==> src/rtl/mst_chk_pkg.sv <==
// Shared types and helpers for the FT600 master-path sequence checker.
// The channel state enum and the counter wrap points live here.
package mst_chk_pkg;

    typedef enum logic {
        RUN  = 1'b0,
        HALT = 1'b1
    } ch_state_e;

    localparam logic [15:0] EXP16_MAX = 16'hFFFF;
    localparam logic [31:0] EXP32_MAX = 32'hFFFF_FFFF;

    // Successor of an expected word; 16-bit mode keeps the upper half at zero.
    function automatic logic [31:0] next_exp(input logic bus16, input logic [31:0] cur);
        logic [31:0] r;
        if (bus16) begin
            r = {16'h0, (cur[15:0] == EXP16_MAX) ? 16'h0 : cur[15:0] + 16'h1};
        end else begin
            r = (cur == EXP32_MAX) ? 32'h0 : cur + 32'h1;
        end
        return r;
    endfunction

endpackage

==> src/rtl/mst_seq_chk_ch.sv <==
// One checker channel: expected value, RUN/HALT state, sticky flag, saturating counters.
// MST_CHK_RESYNC_EN selects resync-on-mismatch instead of halt-on-first-error.
module mst_seq_chk_ch
    import mst_chk_pkg::*;
#(
    parameter int DW    = 32,
    parameter int CNT_W = 16
) (
    input  logic             clk,
    input  logic             rst,
    input  logic             bus16,
    input  logic             erdis,
    input  logic             hit,
    input  logic [DW-1:0]    rdata,
    input  logic             clr,
    output logic             err_flag,
    output logic [CNT_W-1:0] word_cnt,
    output logic [CNT_W-1:0] err_cnt,
    output logic [DW-1:0]    exp_val,
    output logic             mism
);

    ch_state_e        state_reg, state_next;
    logic [DW-1:0]    exp_reg;
    logic             err_reg;
    logic [CNT_W-1:0] wc_reg, ec_reg;
    logic             chk_evt;
    logic             match;

    always_ff @(posedge clk or posedge rst) begin
        if (rst) begin
            state_reg <= RUN;
        end else begin
            state_reg <= state_next;
        end
    end

    always_comb begin
        state_next = state_reg;
        if (clr) begin
            state_next = RUN;
        end else if (mism) begin
`ifdef MST_CHK_RESYNC_EN
            state_next = RUN;
`else
            state_next = HALT;
`endif
        end
    end

    // A clear in the same cycle drops the word, so it never counts as a check.
    always_comb begin
        chk_evt = hit && !erdis && (state_reg == RUN) && !clr;
        match   = bus16 ? (rdata[15:0] == exp_reg[15:0]) : (rdata == exp_reg);
        mism    = chk_evt && !match;
    end

    always_ff @(posedge clk or posedge rst) begin
        if (rst) begin
            exp_reg <= '0;
            err_reg <= 1'b0;
            wc_reg  <= '0;
            ec_reg  <= '0;
        end else if (clr) begin
            exp_reg <= '0;
            err_reg <= 1'b0;
            wc_reg  <= '0;
            ec_reg  <= '0;
        end else if (chk_evt) begin
            if (wc_reg != {CNT_W{1'b1}}) begin
                wc_reg <= wc_reg + 1'b1;
            end
            if (match) begin
                exp_reg <= next_exp(bus16, exp_reg);
            end else begin
                err_reg <= 1'b1;
                if (ec_reg != {CNT_W{1'b1}}) begin
                    ec_reg <= ec_reg + 1'b1;
                end
`ifdef MST_CHK_RESYNC_EN
                exp_reg <= next_exp(bus16, rdata);
`else
                exp_reg <= exp_reg;
`endif
            end
        end
    end

    assign err_flag = err_reg;
    assign word_cnt = wc_reg;
    assign err_cnt  = ec_reg;
    assign exp_val  = exp_reg;

endmodule

==> config.mk <==
export PLATFORM = sky130hd
export DESIGN_NAME = mst_seq_chk_ch
export DESIGN_NICKNAME = d
export VERILOG_FILES = /design/src/rtl/mst_chk_pkg.sv /design/src/rtl/mst_seq_chk_ch.sv
export SDC_FILE = /design/constraint.sdc
export NUM_CORES = 1
export LEC_CHECK = 0
export BUFFER_PORTS_ARGS = -buffer_cell sky130_fd_sc_hd__buf_4
export CORE_ASPECT_RATIO = 1.5
export CORE_MARGIN = 2
export CORE_UTILIZATION = 30
export DETAILED_ROUTE_END_ITERATION = 8
export GPL_TIMING_DRIVEN = 0
export PLACE_DENSITY = 0.47
export SETUP_SLACK_MARGIN = 0.05
export SLEW_MARGIN = 15
export SYNTH_ARGS = -nofsm -noshare
export SYNTH_HDL_FRONTEND = slang
export SYNTH_SLANG_ARGS = --single-unit
export TNS_END_PERCENT = 20
==> constraint.sdc <==
create_clock -name clk -period 2.95 [get_ports clk]
set_input_delay 0.295 -clock clk [delete_from_list [all_inputs] [get_ports clk]]
set_output_delay 0.295 -clock clk [all_outputs]
set_load 0.02 [all_outputs]
* Word level (Yosys, flattened, before mapping)
Index checks and enable logic that the tools add are counted.
** Cells by class
- Equal/unequal tests :: 7
- Reductions and logical operators :: 16
- Bitwise operators :: 1
- Muxes and demuxes :: 19
- Add/sub/neg operators :: 4
** Operators with widths (number)
- 32-bit two-way mux :: 5
- 16-bit two-way mux :: 8
- 16-bit by 1-bit adder with 16-bit output (second input constant) :: 3
- 32-bit by 1-bit adder with 32-bit output (second input constant) :: 1
- 32-bit == test :: 1
- 32-bit == test (second input constant) :: 1
- 16-bit inequality test (second input constant) :: 2
- 16-bit == test :: 1
- 16-bit == test (second input constant) :: 1
- 2-bit nonzero test :: 5
- 1-bit two-way mux :: 6
- 2-bit AND reduction :: 3
- 1-bit logical AND :: 4
- 1-bit zero test :: 3
- 3-bit AND reduction :: 1
- 2-bit inequality test (second input constant) :: 1
- 1-bit NOT :: 1
** Word-level totals
- Logic and storage cells :: 52
- Output and inout bits :: 66
- Register bits :: 66
- Bits of input ports :: 38

* Longest topological paths before layout
- Depth in word-level cells :: 7
- Gate-level depth with buffers :: 9
- Depth with buffers taken out :: 7

* Least setup slack after synthesis
OpenSTA, ideal clock, no wires.
- Path kind :: flip-flop to flip-flop
- From :: register exp_reg[1] (netlist: exp_val[1])
- To :: register exp_reg[14] (netlist: exp_val[14])
- Buffers on the path :: 2
- Data arrival time :: 2.400 ns
- Required time :: 2.808 ns
- Clock period less this slack :: 2.542 ns
- Stages on the path, launching flop included :: 10
- Path slack :: 0.408 ns
- Setup time :: 0.142 ns
- Path through :: dfrtp_1 -> ha_1 -> nand3_1 -> or3_1 -> clkbuf_1 -> nor3_2 -> a21oi_2 -> nand4_1 -> buf_2 -> o211ai_1
** On the way
- Word-level cells in the longest chain between the ends :: 6
- Elaborated cells on any way between the ends :: 15
- Those cells by class :: add/sub: 2; eq/ne: 4; mux: 7; reduce/logical: 2
** Ends and longest elaborated chain
- start, declared :: RTL line mst_seq_chk_ch.sv:24 : logic [DW-1:0] exp_reg;
- start signal, assigned :: RTL line mst_seq_chk_ch.sv:74 : exp_reg <= next_exp(bus16, exp_reg);
- start signal, assigned :: RTL line mst_seq_chk_ch.sv:83 : exp_reg <= exp_reg;
- 32-bit by 1-bit adder with 32-bit output, or another cell as far along :: RTL line mst_chk_pkg.sv:19 : r = (cur == EXP32_MAX) ? 32'h0 : cur + 32'h1;
- 32-bit two-way mux / 16-bit two-way mux (equally long branches) :: RTL line mst_chk_pkg.sv:19, mst_chk_pkg.sv:17
- 32-bit two-way mux :: RTL line mst_chk_pkg.sv:16 : if (bus16) begin
- 32-bit two-way mux :: RTL line mst_seq_chk_ch.sv:73 : if (match) begin
- 32-bit two-way mux :: RTL line mst_seq_chk_ch.sv:69 : end else if (chk_evt) begin
- 32-bit two-way mux :: RTL line mst_seq_chk_ch.sv:64 : end else if (clr) begin
Several ways; a longest one is shown, not always the timed one. The select of a mux whose other input is x is not followed.
A chain may end at the register's enable or synchronous reset.

* Worst setup path in the final report
- From :: register exp_reg[15] (netlist: exp_val[15])
- To :: register exp_reg[16] (netlist: exp_val[16])
** On the way
- Word-level cells in the longest chain between the ends :: 6
- Elaborated cells on any way between the ends :: 12
- Those cells by class :: add/sub: 1; eq/ne: 3; mux: 6; reduce/logical: 2
** Ends and longest elaborated chain (RTL line)
- 32-bit by 1-bit adder with 32-bit output / 32-bit == test (equally long branches) :: mst_chk_pkg.sv:19
- 32-bit two-way mux :: mst_chk_pkg.sv:19
- 32-bit two-way mux :: mst_chk_pkg.sv:16
- 32-bit two-way mux :: mst_seq_chk_ch.sv:73
- 32-bit two-way mux :: mst_seq_chk_ch.sv:69
- 32-bit two-way mux :: mst_seq_chk_ch.sv:64
Several ways; a longest one is shown, not always the timed one. The select of a mux whose other input is x is not followed.

==> impl_results.md <==
- Final antenna diode count: 0
- Number of antenna violations at the first check in global routing: 0
- Max-cap check violation count: 0
- WP data arrival: 2980 ps
- Post-synthesis compound-gate area fraction: 0.171
- Initial core utilization: 0.307
- Worst-path cell with the longest stage delay: sky130_fd_sc_hd__or3_1
- Detailed-router iteration count before antenna repair: 5
- Clock Path Buffers: 2
- Chip Height: 148 um
- Clock transition at the register clock pins on the worst setup and hold paths after CTS: 60 ps
- Vias post-DR: roughly 4100
- Kind of end point of the critical path: register
- Routability Congestion: between 0.8 and 0.9
- Antenna-violating nets left: 0
- Final clock skew: 6.69 ps
- Dominant delay contributor by cell family on the critical path: simple AND/OR/NAND/NOR gates
- Most used cells in the layout excluding fill and tap cells: sky130_fd_sc_hd__buf_4, sky130_fd_sc_hd__dfrtp_1, sky130_fd_sc_hd__nand2_1, sky130_fd_sc_hd__o21ai_0, sky130_fd_sc_hd__nor2_1
- Hold/Removal Path Class: input pin to register
- Actual slew at the worst max-slew pin: 911 ps
- Number of port buffers: 102
- Portion of the clock cycle consumed by the worst path in the final layout: 0.935
- Xor-xnor portion of the synthesized cell area: 0.101
- Fin nets: 633
- Worst Path Max Fanout: 10
- Share of layout cells above drive strength 1: 0.258
- Number of buffers created by CTS: 9
- Cell type contributing the most total cell area after synthesis: sky130_fd_sc_hd__dfrtp_1
- I/O pin count: 104
- Sequential-to-total area share from yosys stat: 0.397
- Wire length of the first global-routing pass: 21200 um
- Shortest clock period the worst path allows after layout: 2760 ps
- Clock latency of the later-clocked register in the worst-skew pair: 340 ps
- Total length of routed wires: about 13000 um
- Global-route usage over all layers: 0.182
- Vias in the first global route: about 3900
- Crit path buf inv count: 3
- Rel. slew slack: 0.391
- Run status: finished clean
- Synth top area share: 0.397
- Delay of the slowest cell on the worst path: between 400 and 500 ps
- Site Rows: 52
- CTS tree: yes
- Asr flop ratio synth: 1.00
- GRT Residual Overflow: 0
- Cells after Synth: 473
- Critical path cell sequence: buf_2 -> xor2_1 -> nor4_2 -> and4_4 -> nand3_2 -> or3_1 -> buf_2 -> buf_6 -> o31ai_1
- Largest net degree at the start of global routing: 45
- Starting DRT DRC Count: ~120
- Largest vdd supply drop: 0.000293 V
- Endpoints failing setup: 0
- Flip-flop count of the largest register, all copies and words added: 32
- Mapped cell area: between 4000 and 5000 um^2
- Seq cells post-synth: 66
- Area growth syn-to-layout: 34.1%
- Floorplan die width: approximately 100 um
- Unrepaired setup endpoints after global routing: false
- Critical Path Start Type: register
- Pins over their slew limit: 0
- Adder-cell area share of the yosys netlist: 0.00903
- Sink Count: 66
- Synth Area in Simple Gates: 0.274
- Main synth FF type: sky130_fd_sc_hd__dfrtp_1
- Number of H-tree levels: 3
- Mux cell area share after synthesis: 0.00481
- Most used cell, CP: sky130_fd_sc_hd__buf_2
- Die area: 14800 um^2
- Post-detailed-route wirelength per cell: 17.3 um
- Power per cell area: about 430 nW/um^2
- Number of enable-type register cells in the synthesized netlist: 0
- Max Fclk: 0.362 GHz
- Count of distinct cell types in the synthesized netlist: 48
- Static Leakage: 0.00236 uW
- Type of the worst setup path: register to register
- Ratio of routed vias to standard cells: 5.42
- Largest cells by area after synthesis: sky130_fd_sc_hd__dfrtp_1, sky130_fd_sc_hd__xnor2_1, sky130_fd_sc_hd__xor2_1
- Fin Setup TNS: 0 ps
- Mapped Nets: 514
- Average cell area after synthesis: 8.79 um^2
- Post-route total power: 2380 uW
- YS warnings: 0
- Commonest non-fill, non-tap cell in the layout: sky130_fd_sc_hd__buf_4
- Hold Vio Cnt, Final: 0
- Dominant combinational cell family by area after synthesis: simple AND/OR/NAND/NOR gates
- HPWL Detailed: just under 10000 um
- Number of fillers in the final layout: 1418
- Standard cell core area: 13500 um^2
- Required time at the worst-slack endpoint: 3170 ps
- Number of remaining DRC errors: 0
- Root Buffer: sky130_fd_sc_hd__clkbuf_16
- Fin Hold WS: 461 ps
[cell type report]
type                       instances  area (um^2)  area share
timing repair buffer             109          841       0.151
multi-input combinational        369         2370       0.426
sequential                        66         1650       0.296
tap                              162          203      0.0363
buffer                            24          128      0.0229
clock inverter                     6         88.8      0.0159
clock buffer                      10          239      0.0428
inverter                          13         51.3     0.00920
[per-layer routing]
layer  share of wire  global-route usage
met1            0.42               0.231
met2            0.52               0.316
met4           0.015              0.0562
met3           0.038              0.0273
met5               0                   0
[logic make-up (layout without fill, tap and decap cells)]
group           Yosys count  in the layout
flops                    66             66
compound gates          106            106
simple gates            210            210
mux                       2              2
fa+ha+maj                 3              3
buf+inv                  38            162
xor+xnor                 48             48
[Yosys cell counts, drive strengths merged, types with 2 or more instances]
| cell type | n |
|---|---|
| a211oi | 4 |
| a21o | 2 |
| a21oi | 12 |
| a31oi | 5 |
| and2 | 3 |
| and3 | 9 |
| and4 | 8 |
| buf | 10 |
| clkbuf | 15 |
| dfrtp | 66 |
| ha | 3 |
| inv | 13 |
| mux2i | 2 |
| nand2 | 41 |
| nand2b | 2 |
| nand3 | 26 |
| nand4 | 19 |
| nor2 | 31 |
| nor2b | 6 |
| nor3 | 16 |
| nor3b | 5 |
| nor4 | 11 |
| o211ai | 13 |
| o21ai | 38 |
| o2bb2a | 3 |
| o31ai | 19 |
| o41ai | 2 |
| or2 | 5 |
| or3 | 21 |
| or4 | 6 |
| xnor2 | 24 |
| xor2 | 24 |
[per-stage QoR]
stage | instances | worst slack (ps) | area [um^2] | util
2_1_floorplan | 473 | 408 | 4160 | -
3_3_place_gp | 737 | -144 | 5130 | 0.379
3_5_place_dp | 738 | -110 | 5160 | 0.381
4_1_cts | 754 | 62.8 | 5500 | 0.407
5_1_grt | 759 | 55.3 | 5580 | 0.412
6_report | 759 | 190 | 5580 | 0.412
[worst paths after layout]
path,start,endpoint,slack (ps),depth (start not counted)
setup / recovery,exp_val[15],exp_val[16],190,9
hold / removal,erdis,word_cnt[4],460,3
setup reg to reg,exp_val[15],exp_val[16],190,9
hold reg to reg,err_flag,err_flag,510,2
max in group asynchronous,rst,exp_val[20],1900,4
min in group asynchronous,rst,err_cnt[15],490,3
[worst register-to-register path: stages (launching register included)]
cell	delay [ps]
sky130_fd_sc_hd__dfrtp_1	390
sky130_fd_sc_hd__buf_2	190
sky130_fd_sc_hd__xor2_1	210
sky130_fd_sc_hd__nor4_2	370
sky130_fd_sc_hd__and4_4	320
sky130_fd_sc_hd__nand3_2	130
sky130_fd_sc_hd__or3_1	430
sky130_fd_sc_hd__buf_2	180
sky130_fd_sc_hd__buf_6	160
sky130_fd_sc_hd__o31ai_1	260
[power breakdown]
part           internal [uW]  leakage (uW)  switching (uW)
Clock                    764      0.000155             423
Combinational            110       0.00129             146
Sequential               920      0.000915            17.4
Total                   1790       0.00236             586
[timing repair]
action | CTS | global route
buffers inserted | 0 | 5
cloned | 0 | 0
resized for setup | 2 | 8
endpoints found under the setup margin | 19 | 22
pin swaps | 0 | 4
hold endpoints to repair | 22 | 0
hold buffers | 1 | 0
(Power assumes the default switching activity.)
